## config.mk

```make
export PLATFORM = sky130hd
export DESIGN_NAME = alu_pipe
export DESIGN_NICKNAME = d
export VERILOG_FILES = /design/src/rtl/alu_pipe.sv
export SDC_FILE = /design/constraint.sdc
export NUM_CORES = 1
export LEC_CHECK = 0
export ABC_AREA = 1
export CORE_MARGIN = 2
export CORE_UTILIZATION = 45
export CTS_CLUSTER_SIZE = 8
export DETAILED_ROUTE_END_ITERATION = 10
export DONT_BUFFER_PORTS = 1
export PLACE_DENSITY = 0.68
export SLEW_MARGIN = 5
export SYNTH_ARGS = -nofsm -noshare
export SYNTH_HDL_FRONTEND = slang
export SYNTH_SLANG_ARGS = --single-unit
```

## constraint.sdc

```tcl
create_clock -name clk -period 1.25 [get_ports clk]
set_input_delay 0.0625 -clock clk [delete_from_list [all_inputs] [get_ports clk]]
set_output_delay 0.0625 -clock clk [all_outputs]
set_load 0.05 [all_outputs]
```

## src/rtl/alu_pipe.sv

```systemverilog
// Registered ALU with a valid/ready handshake on both sides and a full status-flag set.
// Define ALU_PIPE_MUL_EN to build opcode 0011 as a WIDTH-cycle shift-add multiplier.
module alu_pipe #(
  parameter int WIDTH = 32,
  parameter int TAG_W = 4
) (
  input  logic             clk,
  input  logic             rst_n,
  input  logic             in_valid,
  output logic             in_ready,
  input  logic [WIDTH-1:0] op1,
  input  logic [WIDTH-1:0] op2,
  input  logic [3:0]       alu_op,
  input  logic [TAG_W-1:0] in_tag,
  output logic             out_valid,
  input  logic             out_ready,
  output logic [WIDTH-1:0] result,
  output logic [TAG_W-1:0] out_tag,
  output logic             zero,
  output logic             neg,
  output logic             carry,
  output logic             ovf,
  output logic             err
);

  localparam int SHAMT_W = $clog2(WIDTH);

  localparam logic [3:0] OP_AND  = 4'b0000;
  localparam logic [3:0] OP_OR   = 4'b0001;
  localparam logic [3:0] OP_ADD  = 4'b0010;
  localparam logic [3:0] OP_SLTU = 4'b0100;
  localparam logic [3:0] OP_XOR  = 4'b0101;
  localparam logic [3:0] OP_SUB  = 4'b0110;
  localparam logic [3:0] OP_SLTS = 4'b0111;
  localparam logic [3:0] OP_SRL  = 4'b1000;
  localparam logic [3:0] OP_SLL  = 4'b1001;
  localparam logic [3:0] OP_SRA  = 4'b1010;
`ifdef ALU_PIPE_MUL_EN
  localparam logic [3:0] OP_MUL  = 4'b0011;
`endif

  logic             accept;
  logic             out_load;
  logic [WIDTH:0]   sum_ext;
  logic [WIDTH:0]   diff_ext;
  logic [SHAMT_W-1:0] shamt;
  logic [WIDTH-1:0] alu_res;
  logic             alu_carry;
  logic             alu_ovf;
  logic             alu_err;
  logic [WIDTH-1:0] load_res;
  logic             load_carry;
  logic             load_ovf;
  logic             load_err;
  logic [TAG_W-1:0] load_tag;

  assign accept   = in_valid && in_ready;
  assign sum_ext  = {1'b0, op1} + {1'b0, op2};
  // Top bit of the extended difference is the unsigned borrow (op1 < op2).
  assign diff_ext = {1'b0, op1} - {1'b0, op2};
  assign shamt    = op2[SHAMT_W-1:0];

  always_comb begin
    // NOTE: every signal assigned here gets a default first, so no path can infer a latch.
    alu_res   = '0;
    alu_carry = 1'b0;
    alu_ovf   = 1'b0;
    alu_err   = 1'b0;
    case (alu_op)
      OP_AND:  alu_res = op1 & op2;
      OP_OR:   alu_res = op1 | op2;
      OP_XOR:  alu_res = op1 ^ op2;
      OP_ADD: begin
        alu_res   = sum_ext[WIDTH-1:0];
        alu_carry = sum_ext[WIDTH];
        alu_ovf   = (op1[WIDTH-1] == op2[WIDTH-1]) && (sum_ext[WIDTH-1] != op1[WIDTH-1]);
      end
      OP_SUB: begin
        alu_res   = diff_ext[WIDTH-1:0];
        alu_carry = diff_ext[WIDTH];
        alu_ovf   = (op1[WIDTH-1] != op2[WIDTH-1]) && (diff_ext[WIDTH-1] != op1[WIDTH-1]);
      end
      OP_SLTU: alu_res = {{(WIDTH-1){1'b0}}, diff_ext[WIDTH]};
      OP_SLTS: alu_res = {{(WIDTH-1){1'b0}}, ($signed(op1) < $signed(op2))};
      OP_SRL:  alu_res = op1 >> shamt;
      OP_SLL:  alu_res = op1 << shamt;
      OP_SRA:  alu_res = $unsigned($signed(op1) >>> shamt);
`ifdef ALU_PIPE_MUL_EN
      OP_MUL:  alu_res = '0;
`endif
      default: alu_err = 1'b1;
    endcase
  end

`ifdef ALU_PIPE_MUL_EN
  typedef enum logic {S_IDLE, S_MUL} state_t;

  state_t             state_q;
  state_t             state_d;
  logic               start_mul;
  logic               mul_done;
  logic [SHAMT_W-1:0] mul_cnt;
  logic [WIDTH-1:0]   mcand;
  logic [WIDTH-1:0]   mplier;
  logic [WIDTH-1:0]   acc;
  logic [WIDTH-1:0]   acc_next;
  logic [TAG_W-1:0]   mul_tag;

  assign start_mul = accept && (alu_op == OP_MUL);
  assign mul_done  = (state_q == S_MUL) && (mul_cnt == SHAMT_W'(WIDTH - 1));
  assign acc_next  = acc + (mplier[0] ? mcand : '0);
  assign out_load  = (accept && !start_mul) || mul_done;

  always_ff @(posedge clk or negedge rst_n) begin
    if (!rst_n) state_q <= S_IDLE;
    else        state_q <= state_d;
  end

  always_comb begin
    state_d = state_q;
    case (state_q)
      S_IDLE:  if (start_mul) state_d = S_MUL;
      S_MUL:   if (mul_done)  state_d = S_IDLE;
      default: state_d = S_IDLE;
    endcase
  end

  always_comb begin
    in_ready = rst_n && (state_q == S_IDLE) && (!out_valid || out_ready);
  end

  // The multiplicand shifts left and the multiplier right; one partial product per cycle.
  always_ff @(posedge clk or negedge rst_n) begin
    // NOTE: the operand registers are reset along with the counter so no X can leak into a result.
    if (!rst_n) begin
      mul_cnt <= '0;
      mcand   <= '0;
      mplier  <= '0;
      acc     <= '0;
      mul_tag <= '0;
    end else if (start_mul) begin
      mul_cnt <= '0;
      mcand   <= op1;
      mplier  <= op2;
      acc     <= '0;
      mul_tag <= in_tag;
    end else if (state_q == S_MUL) begin
      mul_cnt <= mul_cnt + 1'b1;
      mcand   <= mcand << 1;
      mplier  <= mplier >> 1;
      acc     <= acc_next;
    end
  end

  always_comb begin
    load_res   = alu_res;
    load_carry = alu_carry;
    load_ovf   = alu_ovf;
    load_err   = alu_err;
    load_tag   = in_tag;
    if (state_q == S_MUL) begin
      load_res   = acc_next;
      load_carry = 1'b0;
      load_ovf   = 1'b0;
      load_err   = 1'b0;
      load_tag   = mul_tag;
    end
  end
`else
  assign out_load = accept;

  always_comb begin
    in_ready = rst_n && (!out_valid || out_ready);
  end

  always_comb begin
    load_res   = alu_res;
    load_carry = alu_carry;
    load_ovf   = alu_ovf;
    load_err   = alu_err;
    load_tag   = in_tag;
  end
`endif

  // A new result may overwrite the slot on the same edge the old one is consumed.
  always_ff @(posedge clk or negedge rst_n) begin
    // NOTE: sequential state uses non-blocking assignments so every register sees pre-edge values.
    if (!rst_n) begin
      out_valid <= 1'b0;
      result    <= '0;
      out_tag   <= '0;
      zero      <= 1'b0;
      neg       <= 1'b0;
      carry     <= 1'b0;
      ovf       <= 1'b0;
      err       <= 1'b0;
    end else if (out_load) begin
      out_valid <= 1'b1;
      result    <= load_res;
      out_tag   <= load_tag;
      zero      <= (load_res == '0);
      neg       <= load_res[WIDTH-1];
      carry     <= load_carry;
      ovf       <= load_ovf;
      err       <= load_err;
    end else if (out_ready) begin
      out_valid <= 1'b0;
    end
  end

endmodule

```

==> reports/results.md <==
| Metric | Value | Unit |
| --- | --- | --- |
| Synth Cell Area | 12000 | sq um |
| Final estimated routing congestion in global placement | 1.07 | - |
| Number of distinct library cells after synthesis | 40 | - |
| Library cell used as clock root buffer | sky130_fd_sc_hd__clkbuf_16 | - |
| Via-to-Cell Ratio | 5.84 | - |
| Sw frac | 50.7 | % |
| IR Drop Worst-Case VDD | 1.13 | mV |
| Detailed-router iteration count before antenna repair | 8 | - |
| Syn. warnings | 0 | - |
| Time the worst path needs with I/O delays and setup | 2.10 | ns |
| Max-cap viol count | 0 | - |
| Post-synthesis share of cell area spent on xor and xnor gates | 0.0732 | % |
| Most common cell after layout, fill and taps aside | sky130_fd_sc_hd__nand2_1 | - |
| Gate count after technology mapping | 2374 | - |
| RSZ-0062 raised after global routing | true | - |
| Post-route fraction of the period consumed by the critical path | 168 | % |
| Transition at the pin with the smallest max-transition slack | 0.542 | ns |
| Simple-Gate Fraction of Synth Area | 55.5 | % |
| Vias in the first global route | 17200 | - |
| Placed standard-cell area | 15600 | sq um |
| Post-synthesis compound-gate area fraction | 10.6 | % |
| Status | finished, violations left | - |
| Final number of hold-violating endpoints | 0 | - |
| Critical path endpoint category | flop | - |
| Clk slew on worst S/H paths | 0.07 | ns |
| Synth Area per Inst | 5.04 | sq um |
| Flops & latches, synth | 41 | - |
| Logic gate share of total power | 74.1 | % |
| Final routed DRC violation total | 0 | - |
| Average wire per standard cell | 21.3 | um |
| Clock insertion delay at the later pin of the skew report | 0.29 | ns |
| Layout cell share with drive strength beyond 1 | 37.5 | % |
| Total number of nets in the final design | 2979 | - |
| Maximum clock frequency | 0.475 | GHz |
| Sort of element at the start of the critical path | primary input | - |
| Multiplexer area fraction after synthesis | 0 | % |
| DRT iter0 DRCs | 2031 | - |
| Number of buffers inserted by port buffering | 0 | - |
| Horizontal die dimension | 167 | um |
| Flip-flop cell with the highest count after synthesis | sky130_fd_sc_hd__dfrtp_1 | - |
| Setup WS pre-CTS | -1.42 | ns |
| Setup slack after layout | -0.854 | ns |
| Required time at the worst-slack endpoint | 1.47 | ns |
| Final ANT Viol Nets | 0 | - |
| GRT Total Usage | 44.1 | % |
| Syn-to-layout area delta | 56.3 | % |
| Largest net degree at the start of global routing | 66 | - |
| Class of the tightest hold or removal check | in2reg | - |
| Commonest cells after routing, fill and taps aside | sky130_fd_sc_hd__nand2_1, sky130_fd_sc_hd__buf_4, sky130_fd_sc_hd__nand3_1, sky130_fd_sc_hd__inv_1, sky130_fd_sc_hd__nand2_2 | - |
| Std cell rows | 59 | - |
| Type of the worst setup path | in2reg | - |
| Std-Cell Core Area | 26100 | sq um |
| Buffer levels on the longest clock path | 2 | - |
| Part of the Yosys area used for sequential elements | 8.57 | % |
| Violated checks | setup timing | - |
| WP data arrival | 2.32 | ns |
| Static leakage power | 0.0103 | uW |
| Final Max Tran Viols | 0 | - |
| Number of antenna violations at the first check in global routing | 1 | - |
| Post-synthesis adder-cell area fraction | 10.8 | % |
| Async set-reset flop share out of synthesis | 100 | % |
| Power density over cell area | 657 | nW/um^2 |
| Number of antenna cells inserted | 0 | - |
| Share of total power in sequential cells | 13.7 | % |
| Clk pwr share | 12.2 | % |
| Die extent in y | 167 | um |
| Final instance area | 18700 | sq um |
| TritonCTS sink count | 41 | - |
| Overflow after GRT | 0 | - |
| Final setup vio count | 35 | - |
| Clock buffers created by TritonCTS | 5 | - |
| Placed cell count | 3073 | - |
| Final HPWL from detailed placement | 50900 | um |
| Final wirelength | 67000 | um |
| Clock skew | 0.00966 | ns |
| Number of vias in the routed layout | 18300 | - |
| Effective utilization at floorplan | 45.9 | % |
| Non-filler cells, final | 3137 | - |
| Net switching power | 6230 | uW |
| Internal cell power | 6050 | uW |
| Number of flops mapped to enable cells by yosys | 0 | - |
| Net count of the mapped netlist | 2552 | - |
| I/O pin count | 119 | - |
| Dominant combinational cell family by area after synthesis | simple AND/OR/NAND/NOR gates | - |
| Die area | 27900 | sq um |
| H-tree levels | 2 | - |
| Global-route wire length before repair | 96000 | um |
| Maximum fanout along the worst path | 37 | - |
| Worst-case headroom to the max-slew limit | 63.9 | % |
| Fin Setup TNS | -18.09 | ns |
| TritonCTS clock tree | done | - |
-- area by class of cell --
class	count	area, sq um
inverters	327	1280
clock inverters	2	35.0
repair buffers	517	4240
flip-flops and latches	41	1030
fillers	2203	7360
clock buffers	6	129
well taps	335	419
multi-input cells	1909	11600
-- power by group through the flow --
| stage | Combinational, uW | Sequential (uW) | Clock [uW] |
|---|---|---|---|
| floorplan | 3430 | 2440 | 0 |
| global placement | 7010 | 1680 | 0 |
| detailed placement | 7080 | 1690 | 0 |
| CTS | 8070 | 1670 | 1460 |
| global route | 9580 | 1700 | 1560 |
| finish | 9100 | 1680 | 1500 |
-- worst max-delay path, cell delays in order --
cell and delay, ns:
sky130_fd_sc_hd__ha_4 0.14, sky130_fd_sc_hd__inv_2 0.06, sky130_fd_sc_hd__fa_2 0.25, sky130_fd_sc_hd__inv_4 0.06
sky130_fd_sc_hd__nand3_4 0.06, sky130_fd_sc_hd__nand3_4 0.14, sky130_fd_sc_hd__buf_4 0.18, sky130_fd_sc_hd__nand2_1 0.05
sky130_fd_sc_hd__o21ai_1 0.07, sky130_fd_sc_hd__nand2_1 0.11, sky130_fd_sc_hd__o221ai_2 0.11, sky130_fd_sc_hd__a21oi_2 0.23
sky130_fd_sc_hd__nand2_1 0.13, sky130_fd_sc_hd__nor2_1 0.12, sky130_fd_sc_hd__nand2_1 0.13, sky130_fd_sc_hd__nor2_1 0.14
sky130_fd_sc_hd__nand3_1 0.10, sky130_fd_sc_hd__o21bai_1 0.15
-- cells by family (layout without fill, tap and decap cells) --
kind of cell	count (synthesis)	in the layout
fa+ha+maj	102	102
simple gates	1576	1576
compound gates	230	230
buf+inv	424	852
xor+xnor	1	1
flops	41	41
-- sequential cells by signal, indices dropped and copies added (netlist names) --
register	cells
out_valid	1
zero	1
ovf	1
result	32
err	1
out_tag	4
carry	1
-- stage by stage --
stage	hold WS (ns)	utilization, %	total power [uW]
4_1_cts	0.0208	67.2	11200
3_3_place_gp	-0.232	60.0	8700
5_1_grt	0.0392	71.8	12800
6_report	0.0137	71.8	12300
3_5_place_dp	-0.232	60.0	8770
2_1_floorplan	-0.233	-	5870
-- path summary, 6_finish.rpt --
path                         endpoint  slack (ns)  startpoint  cells after the start
hold / removal              out_valid        0.01   out_ready                      4
setup / recovery                 zero       -0.85      op2[0]                     18
min in group asynchronous  result[19]        0.28       rst_n                      2
hold reg to reg            out_tag[3]        0.48  out_tag[3]                      2
max in group asynchronous  result[10]        0.75       rst_n                      2
setup reg to reg                 zero       -0.09   out_valid                      8
-- synth_stat cells (3+ instances only) --
cell	count	area, sq um
sky130_fd_sc_hd__nor3_1	13	65.1
sky130_fd_sc_hd__o21ai_0	62	310
sky130_fd_sc_hd__o21ai_1	16	80.1
sky130_fd_sc_hd__buf_4	6	45.0
sky130_fd_sc_hd__inv_1	305	1140
sky130_fd_sc_hd__dfrtp_1	41	1030
sky130_fd_sc_hd__nand3_2	4	40.0
sky130_fd_sc_hd__a21oi_1	96	480
sky130_fd_sc_hd__nor2_2	6	37.5
sky130_fd_sc_hd__nand2_1	900	3380
sky130_fd_sc_hd__buf_1	15	56.3
sky130_fd_sc_hd__buf_6	5	56.3
sky130_fd_sc_hd__nand3_1	392	1960
sky130_fd_sc_hd__and2_1	9	56.3
sky130_fd_sc_hd__nand4_1	25	156
sky130_fd_sc_hd__nand2_2	17	106
sky130_fd_sc_hd__clkbuf_1	23	86.3
sky130_fd_sc_hd__o21bai_1	11	82.6
sky130_fd_sc_hd__ha_1	100	1250
sky130_fd_sc_hd__o21a_1	3	22.5
sky130_fd_sc_hd__buf_2	46	230
sky130_fd_sc_hd__o211ai_1	14	105
sky130_fd_sc_hd__inv_2	20	75.1
sky130_fd_sc_hd__o22ai_1	23	144
sky130_fd_sc_hd__nor2_1	200	751
sky130_fd_sc_hd__o221ai_1	3	26.3
-- repair_timing --
action | CTS | global route
endpoints found under the hold margin | 45 | 0
hold buffers | 6 | 0
resized for setup | 407 | 280
buffers inserted | 37 | 33
pin swaps | 116 | 144
endpoints found under the setup margin | 39 | 39
-- per-layer routing --
metal	track usage, %	share of wire, %
met1	53.8	37
met2	73.4	45
met3	8.48	10
met4	23.5	7.6
met5	0	0.019
(Power assumes the default switching activity.)
